`src/rtl/mem_ctrl.sv`:
```
// mem_ctrl: sequences fetch/load/store requests onto the ram block's
// address latch, write enable, section select and output enable, and
// returns one response per request. Re-accessing the address that ram
// already holds skips the address-latch cycle.
module mem_ctrl #(
  parameter int ADDR_W = 8,
  parameter int DATA_W = 8,
  parameter int CNT_W  = 16
) (
  input  logic              i_clk,
  input  logic              i_reset,
  input  logic              i_reqValid,
  output logic              o_reqReady,
  input  logic [1:0]        i_reqOp,
  input  logic [ADDR_W-1:0] i_reqAddr,
  input  logic [DATA_W-1:0] i_reqWData,
  output logic              o_respValid,
  input  logic              i_respReady,
  output logic [DATA_W-1:0] o_respData,
  output logic              o_respErr,
  output logic [ADDR_W-1:0] o_ramAddress,
  output logic              o_ramAddressEn,
  output logic [DATA_W-1:0] o_ramWriteData,
  output logic              o_ramWriteEn,
  output logic              o_ramReadDataSelect,
  output logic              o_ramOutEnable,
  input  logic [DATA_W-1:0] i_ramReadData,
  output logic [CNT_W-1:0]  o_accessCount
);

  typedef enum logic [1:0] {IDLE, ADDR, ACCESS, RESP} state_t;

  localparam logic [1:0] OP_FETCH = 2'b00;
  localparam logic [1:0] OP_LOAD  = 2'b01;
  localparam logic [1:0] OP_STORE = 2'b10;
  localparam logic [1:0] OP_RSVD  = 2'b11;

  state_t              state;
  state_t              state_next;
  logic [1:0]          req_op;
  logic [ADDR_W-1:0]   req_addr;
  logic [DATA_W-1:0]   req_wdata;
  logic [ADDR_W-1:0]   last_addr;
  logic                last_valid;
  logic [DATA_W-1:0]   resp_data;
  logic                resp_err;
  logic [CNT_W-1:0]    access_count;
  logic                accept;
  logic                reuse;

  assign o_reqReady    = (state == IDLE) && !i_reset;
  assign accept        = i_reqValid && o_reqReady;
  assign reuse         = last_valid && (i_reqAddr == last_addr);
  assign o_respValid   = (state == RESP);
  assign o_respData    = resp_data;
  assign o_respErr     = resp_err;
  assign o_accessCount = access_count;

  // State register; reset abandons any access in flight.
  always_ff @(posedge i_clk or posedge i_reset) begin
    if (i_reset) state <= IDLE;
    else         state <= state_next;
  end

  // Next-state logic: reserved ops answer at once, reused addresses skip ADDR.
  always_comb begin
    state_next = state;
    case (state)
      IDLE: begin
        if (accept) begin
          if (i_reqOp == OP_RSVD) state_next = RESP;
          else if (reuse)         state_next = ACCESS;
          else                    state_next = ADDR;
        end
      end
      ADDR:    state_next = ACCESS;
      ACCESS:  state_next = RESP;
      RESP:    if (i_respReady) state_next = IDLE;
      default: state_next = IDLE;
    endcase
  end

  // Request capture on accept; these only matter once a request is in flight.
  always_ff @(posedge i_clk) begin
    if (accept) begin
      req_op    <= i_reqOp;
      req_addr  <= i_reqAddr;
      req_wdata <= i_reqWData;
    end
  end

  // Mirror of the address latched inside ram; invalidated by reset because ram clears its own latch.
  always_ff @(posedge i_clk or posedge i_reset) begin
    if (i_reset) begin
      last_addr  <= '0;
      last_valid <= 1'b0;
    end else if (state == ADDR) begin
      last_addr  <= req_addr;
      last_valid <= 1'b1;
    end
  end

  // Response payload: set on accept for reserved ops, captured from the bus at the end of ACCESS.
  always_ff @(posedge i_clk or posedge i_reset) begin
    if (i_reset) begin
      resp_data <= '0;
      resp_err  <= 1'b0;
    end else if (accept) begin
      resp_data <= '0;
      resp_err  <= (i_reqOp == OP_RSVD);
    end else if (state == ACCESS) begin
      resp_data <= (req_op == OP_STORE) ? '0 : i_ramReadData;
    end
  end

  // Completed-access counter, free-running wrap.
  always_ff @(posedge i_clk or posedge i_reset) begin
    if (i_reset)              access_count <= '0;
    else if (state == ACCESS) access_count <= access_count + 1'b1;
  end

  // ram strobes decoded from the state; idle defaults keep the data section selected.
  always_comb begin
    o_ramAddress        = last_addr;
    o_ramAddressEn      = 1'b0;
    o_ramWriteData      = '0;
    o_ramWriteEn        = 1'b0;
    o_ramReadDataSelect = 1'b1;
    o_ramOutEnable      = 1'b0;
    case (state)
      ADDR: begin
        o_ramAddress   = req_addr;
        o_ramAddressEn = 1'b1;
      end
      ACCESS: begin
        case (req_op)
          OP_FETCH: begin
            o_ramReadDataSelect = 1'b0;
            o_ramOutEnable      = 1'b1;
          end
          OP_LOAD: begin
            o_ramOutEnable = 1'b1;
          end
          OP_STORE: begin
            o_ramWriteEn   = 1'b1;
            o_ramWriteData = req_wdata;
          end
          default: ;
        endcase
      end
      default: ;
    endcase
  end

endmodule

```
`config.mk`:
```
export PLATFORM = sky130hd
export DESIGN_NAME = mem_ctrl
export DESIGN_NICKNAME = d
export VERILOG_FILES = /design/src/rtl/mem_ctrl.sv
export SDC_FILE = /design/constraint.sdc
export NUM_CORES = 1
export LEC_CHECK = 0
export BUFFER_PORTS_ARGS = -buffer_cell sky130_fd_sc_hd__buf_2
export CAP_MARGIN = 20
export CORE_MARGIN = 8
export CORE_UTILIZATION = 45
export CTS_BUF_LIST = sky130_fd_sc_hd__clkbuf_16
export DETAILED_ROUTE_END_ITERATION = 10
export PLACE_DENSITY = 0.75
export SYNTH_ARGS = -nofsm -noshare
export SYNTH_HDL_FRONTEND = slang
export SYNTH_SLANG_ARGS = --single-unit
```
`constraint.sdc`:
```
create_clock -name i_clk -period 1.8 [get_ports i_clk]
set_input_delay 0.36 -clock i_clk [delete_from_list [all_inputs] [get_ports i_clk]]
set_output_delay 0.36 -clock i_clk [all_outputs]
set_load 0.03 [all_outputs]
```
# After elaboration in Yosys (flattened, before gate mapping)
# Index checks and enable logic that the tools add are counted.
[classes] add_sub_neg=1 multipliers=0 div_mod_pow=0 n_lt_le_gt_ge=0 eq_ne=9 n_shift=0 mux=18 n_bitwise=0 n_reduce_logical=9
[ops] operator="$mux W8" count=6
[ops] operator="$add A16 B1 Y16 const B" count=1
[ops] operator="$eq A2 B2 Y1 const B" count=4
[ops] operator="$eq A8 B8 Y1" count=1
[ops] operator="$mux W2" count=4
[ops] operator="$pmux W2 S4" count=1
[ops] operator="$mux W1" count=7
[ops] operator="$eq A2 B1 Y1 const B" count=2
[ops] operator="$logic_not A2 Y1" count=2
[ops] operator="$logic_and A1 B1 Y1" count=3
[ops] operator="$ne A2 B1 Y1 const B" count=1
[ops] operator="$ne A2 B2 Y1 const B" count=1
[ops] operator="$reduce_and A2 Y1" count=1
[ops] operator="$reduce_bool A2 Y1" count=1
[ops] operator="$reduce_or A2 Y1" count=1
[ops] operator="$logic_not A1 Y1" count=1
[totals] ff_bits=54 latch_bits=0 ramBits=0 mem_bits_ro=0 input_bits=30 out_inout_bits=47 word_cells=46 mem_count=0

# Depth between registers and ports, before layout
[logic_depth] word_depth=6 mapped_depth=8 ltp_nobuf=6

# Worst setup path before layout
# OpenSTA, ideal clock, no wires.
[synth_timing] path_type="register to register" from="register state[0]" to="register req_addr[0] (enable)" setup_ns=0.364 arrival_ns=1.698 t_required_ns=1.436 slack_ns=-0.262 path_stages_with_launch=6 n_path_buf=0 synth_period_minus_slack_ns=2.062 cell_sequence="dfrtp_1 -> inv_1 -> ha_1 -> nor2b_1 -> nand2_1 -> clkinv_1"
[synth_between] elab_chain_cells=3
[synth_lines] item="start, declared" line_no="38" rtl="state_t state;"
[synth_lines] item="start signal, assigned" line_no="62" rtl="else state <= state_next;"
[synth_lines] item="$logic_not A2 Y1" line_no="51" rtl="assign o_reqReady = (state == IDLE) && !i_reset;"
[synth_lines] item="$logic_and A1 B1 Y1" line_no="51"
[synth_lines] item="named net o_reqReady" line_no="13" rtl="output logic o_reqReady,"
[synth_lines] item="$logic_and A1 B1 Y1" line_no="52" rtl="assign accept = i_reqValid && o_reqReady;"
[synth_lines] item="named net accept" line_no="48" rtl="logic accept;"
[synth_lines] item="end signal, assigned" line_no="87" rtl="req_addr <= i_reqAddr;"
[synth_lines] item="end, declared" line_no="41" rtl="logic [ADDR_W-1:0] req_addr;"
# The timed path passes the listed nets, and every way through them passes these cells.
# A chain may end at the register's enable or synchronous reset.

# Worst setup path in the final report
[layout_timing] from="register state[1]" to="output o_ramAddress[0]"
[layout_between] elab_chain_cells=2
[layout_lines] item="$eq A2 B1 Y1" line_no="130" rtl="case (state)"
[layout_lines] item="$mux W8"
[layout_lines] item="end, declared" line_no="21" rtl="output logic [ADDR_W-1:0] o_ramAddress,"
# Every way passes these cells.

==> results.yml <==
timing:
  finalHoldViolations: 0
  relSlewSlack: 0.7549
  rsz0062_at_grt: "true"
  clock_skew_ns: 0.005895
  fin_ws_ns: -0.1131
  max_freq_mhz: 522.7
  worst_pin_slew_ns: 0.3643
  setup_viol_count_final: 17
  post-route-period-util: 1.063
  finalMaxSlewViolations: 0
  fin_crit_ns: 1.913
  hold_slack_ns: 0.03297
clocking:
  cts-root-buf: "clkbuf_16"
  holdBufCountCts: 0
  numCtsBuffers: 5
  clk_path_buf_depth: 2
  clk_latency_ns: 0.29
  clock-sinks: 54
  clkTransAtPathRegs_ns: 0.06
  htree_levels: 2
  cts_tree: "yes"
critical_path:
  cp_common_cell: "buf_6"
  path_class: "reg -> out"
  startpoint_type: "register"
  endpoint_kind: "primary output"
  cp.required_ns: 1.44
  worst-path-max-fanout: 5
  r2r_start: "state[0]$_DFFE_PP0P_"
  crit_path_cell_trace: "inv_2 -> ha_4 -> buf_6 -> mux2_4 -> buf_6"
  regToRegSetupSlack_ns: 0.09
  ff2ff_path_depth: 6
  cp_data_arrival_time_ns: 1.55
  crit_path_max_incr_delay_ns: 0.44
  slowest_stage: "dfrtp_2"
  timing.rr.end: "state[1]$_DFFE_PP0P_"
placed_design:
  place_hpwl_um: 3770
  gp_congestion: 0.7891
  dp_cells: 336
  port_buffers: 76
detailed_routing:
  drtIter0Drc: 57
  totalWireLength_um: 5352
  avgViaCountPerCell: 4.713
  ant_nets: 0
  drc_errors: 0
  drtPass1Iterations: 3
  via_count: 1673
  drt-wirelength-per-cell_um: 15.08
synthesis:
  netlist_area_um2: 2335
  syn_nets: 222
  synth-warning-count: 0
  yosysUniqueCellTypes: 37
  avgSynthCellArea_um2: 12.55
  ys_ff_latch: 54
  seq_area_frac_synth: 0.6174
  synthCells: 186
finish:
  nFillCells: 380
  layout.cells.non_filler: 355
  multi_input_area_um2: 968.4
  antenna_cells: 0
  num-nets-final: 320
  seq_area_um2: 1444
  drive_gt1_frac: 0.4807
  area_growth_syn_to_layout_pct: 43.89
  final_common_cell: "buf_2"
  mostFrequentLayoutCells: "56 x buf_2, 34 x dfrtp_1, 21 x buf_6"
floorplan:
  ioPinCount: 77
  start_util: 0.4630
  dieArea_um2: 7749
  floorplan.rows: 26
  dieHeight_um: 88.03
  die_x_um: 88.03
  core_area_um2: 5042
pwr:
  p_per_area_nw_per_um2: 1634
  irDropWorstVdd_mv: 1.323
  leakage_nw: 1.627
  power_mw: 5.489
grt:
  grt_pass1_wl_um: 8342
  grt_pass1_vias: 1756
  grt_start_max_net_pins: 32
  grt_overflow_total: 0
  antenna_found_initial: 0
  gr-usage-all-layers: 0.1409
job:
  maxCapViolations: 0
status:
  violations: "setup timing"
  status: "finished with violations"
min_path:
  worstHoldPathType: "in -> async"
## registers in the layout, indices dropped and copies added (netlist names)
register       cells
last_valid         1
o_respData         8
o_respErr          1
state              2
o_accessCount     16
req_op             2
req_addr           8
req_wdata          8
last_addr          8
## cell families after synthesis
family / after synthesis / share of synthesized area
AND/OR/NAND/NOR: 66 / 0.1533
AO/OA/AOI/OAI: 15 / 0.03859
buffers and inverters: 12 / 0.02465
adder cells (fa/ha/maj): 6 / 0.03215
multiplexers: 10 / 0.04770
flip-flops: 54 / 0.6174
XOR/XNOR: 23 / 0.08628
## critical path: cells and delay by family, from the launching register on
family / cells / cell delay [ns]
buffers and inverters: 3 / 0.36
muxes: 1 / 0.31
DFF: 1 / 0.44
adders and majority gates: 1 / 0.15
## repair_timing
item,4_1_cts,5_1_grt
gates cloned,1,0
endpoints found under the setup margin,21,48
setup buffers,4,6
gates resized for setup,44,35
pin swaps,0,5
## synth_stat cells, drive strengths merged
master	count	area, µm²
dfrtp	36	900.9
edfxtp	18	540.5
nor2	16	60.06
xor2	14	122.6
nand2	13	48.80
mux2	9	101.4
xnor2	9	78.83
a21oi	8	40.04
and2	8	50.05
nor2b	7	43.79
ha	6	75.07
inv	6	22.52
nand3	5	30.03
and2b	4	30.03
nand4	4	25.02
buf	3	23.77
clkbuf	2	7.510
nor3	2	10.01
nor4	2	27.53
a2111oi	1	8.760
a21boi	1	7.510
a21o	1	7.510
a31oi	1	6.260
and3	1	6.260
clkinv	1	3.750
mux2i	1	10.01
nand2b	1	6.260
nand3b	1	7.510
o21a	1	7.510
o21ai	1	5.000
o31ai	1	7.510
or2	1	6.260
or3	1	6.260
## stage by stage
stage                       util  instance area, µm²  setup slack (ns)  TNS, ns
after global routing      0.6663                3359           -0.1448   -2.020
final                     0.6663                3359           -0.1131   -1.086
after detailed placement  0.5712                2880           0.01192        0
after floorplan                -                2354          0.006389        0
after CTS                 0.6370                3212           -0.1172   -1.902
after global placement    0.5712                2880           0.04564        0
## report_power, final
part / leakage (nW) / total [mW] / switching, mW / internal, mW
combinational: 0.940 / 2.76 / 1.48 / 1.28
sequential: 0.620 / 1.81 / 0.228 / 1.58
clock: 0.0672 / 0.914 / 0.406 / 0.508
total: 1.63 / 5.49 / 2.11 / 3.38
## worst max path at each step
stage                                     from                            end  slack [ns]  cells past startpoint
after floorplan           state[0]$_DFFE_PP0P_                 o_ramOutEnable       0.006                      5
after detailed placement  state[0]$_DFFE_PP0P_  o_accessCount[15]$_DFFE_PP0P_        0.01                      6
final                     state[1]$_DFFE_PP0P_                o_ramAddress[0]       -0.11                      5
after CTS                 state[1]$_DFFE_PP0P_                o_ramAddress[4]       -0.12                      5
after global routing      state[1]$_DFFE_PP0P_                o_ramAddress[4]       -0.14                      5
after global placement    state[0]$_DFFE_PP0P_  o_accessCount[15]$_DFFE_PP0P_        0.05                      6
## area by class of cell
cell class	instances	area share
sequential	54	0.4298
multi-input combinational	121	0.2883
timing repair buffer	95	0.2052
clock buffer	5	0.03724
tap	70	0.02607
inverter	7	0.008566
clock inverter	3	0.004842
## layer usage
layer / vias to the layer above / global-route usage / wire (µm)
li1: 823 / - / -
met1: 807 / 0.1598 / 2159
met2: 39 / 0.2462 / 2858
met3: 4 / 0.04221 / 293
met4: 0 / 0.04608 / 40
met5: - / 0 / 0
Power figures use the tool's default switching activity.
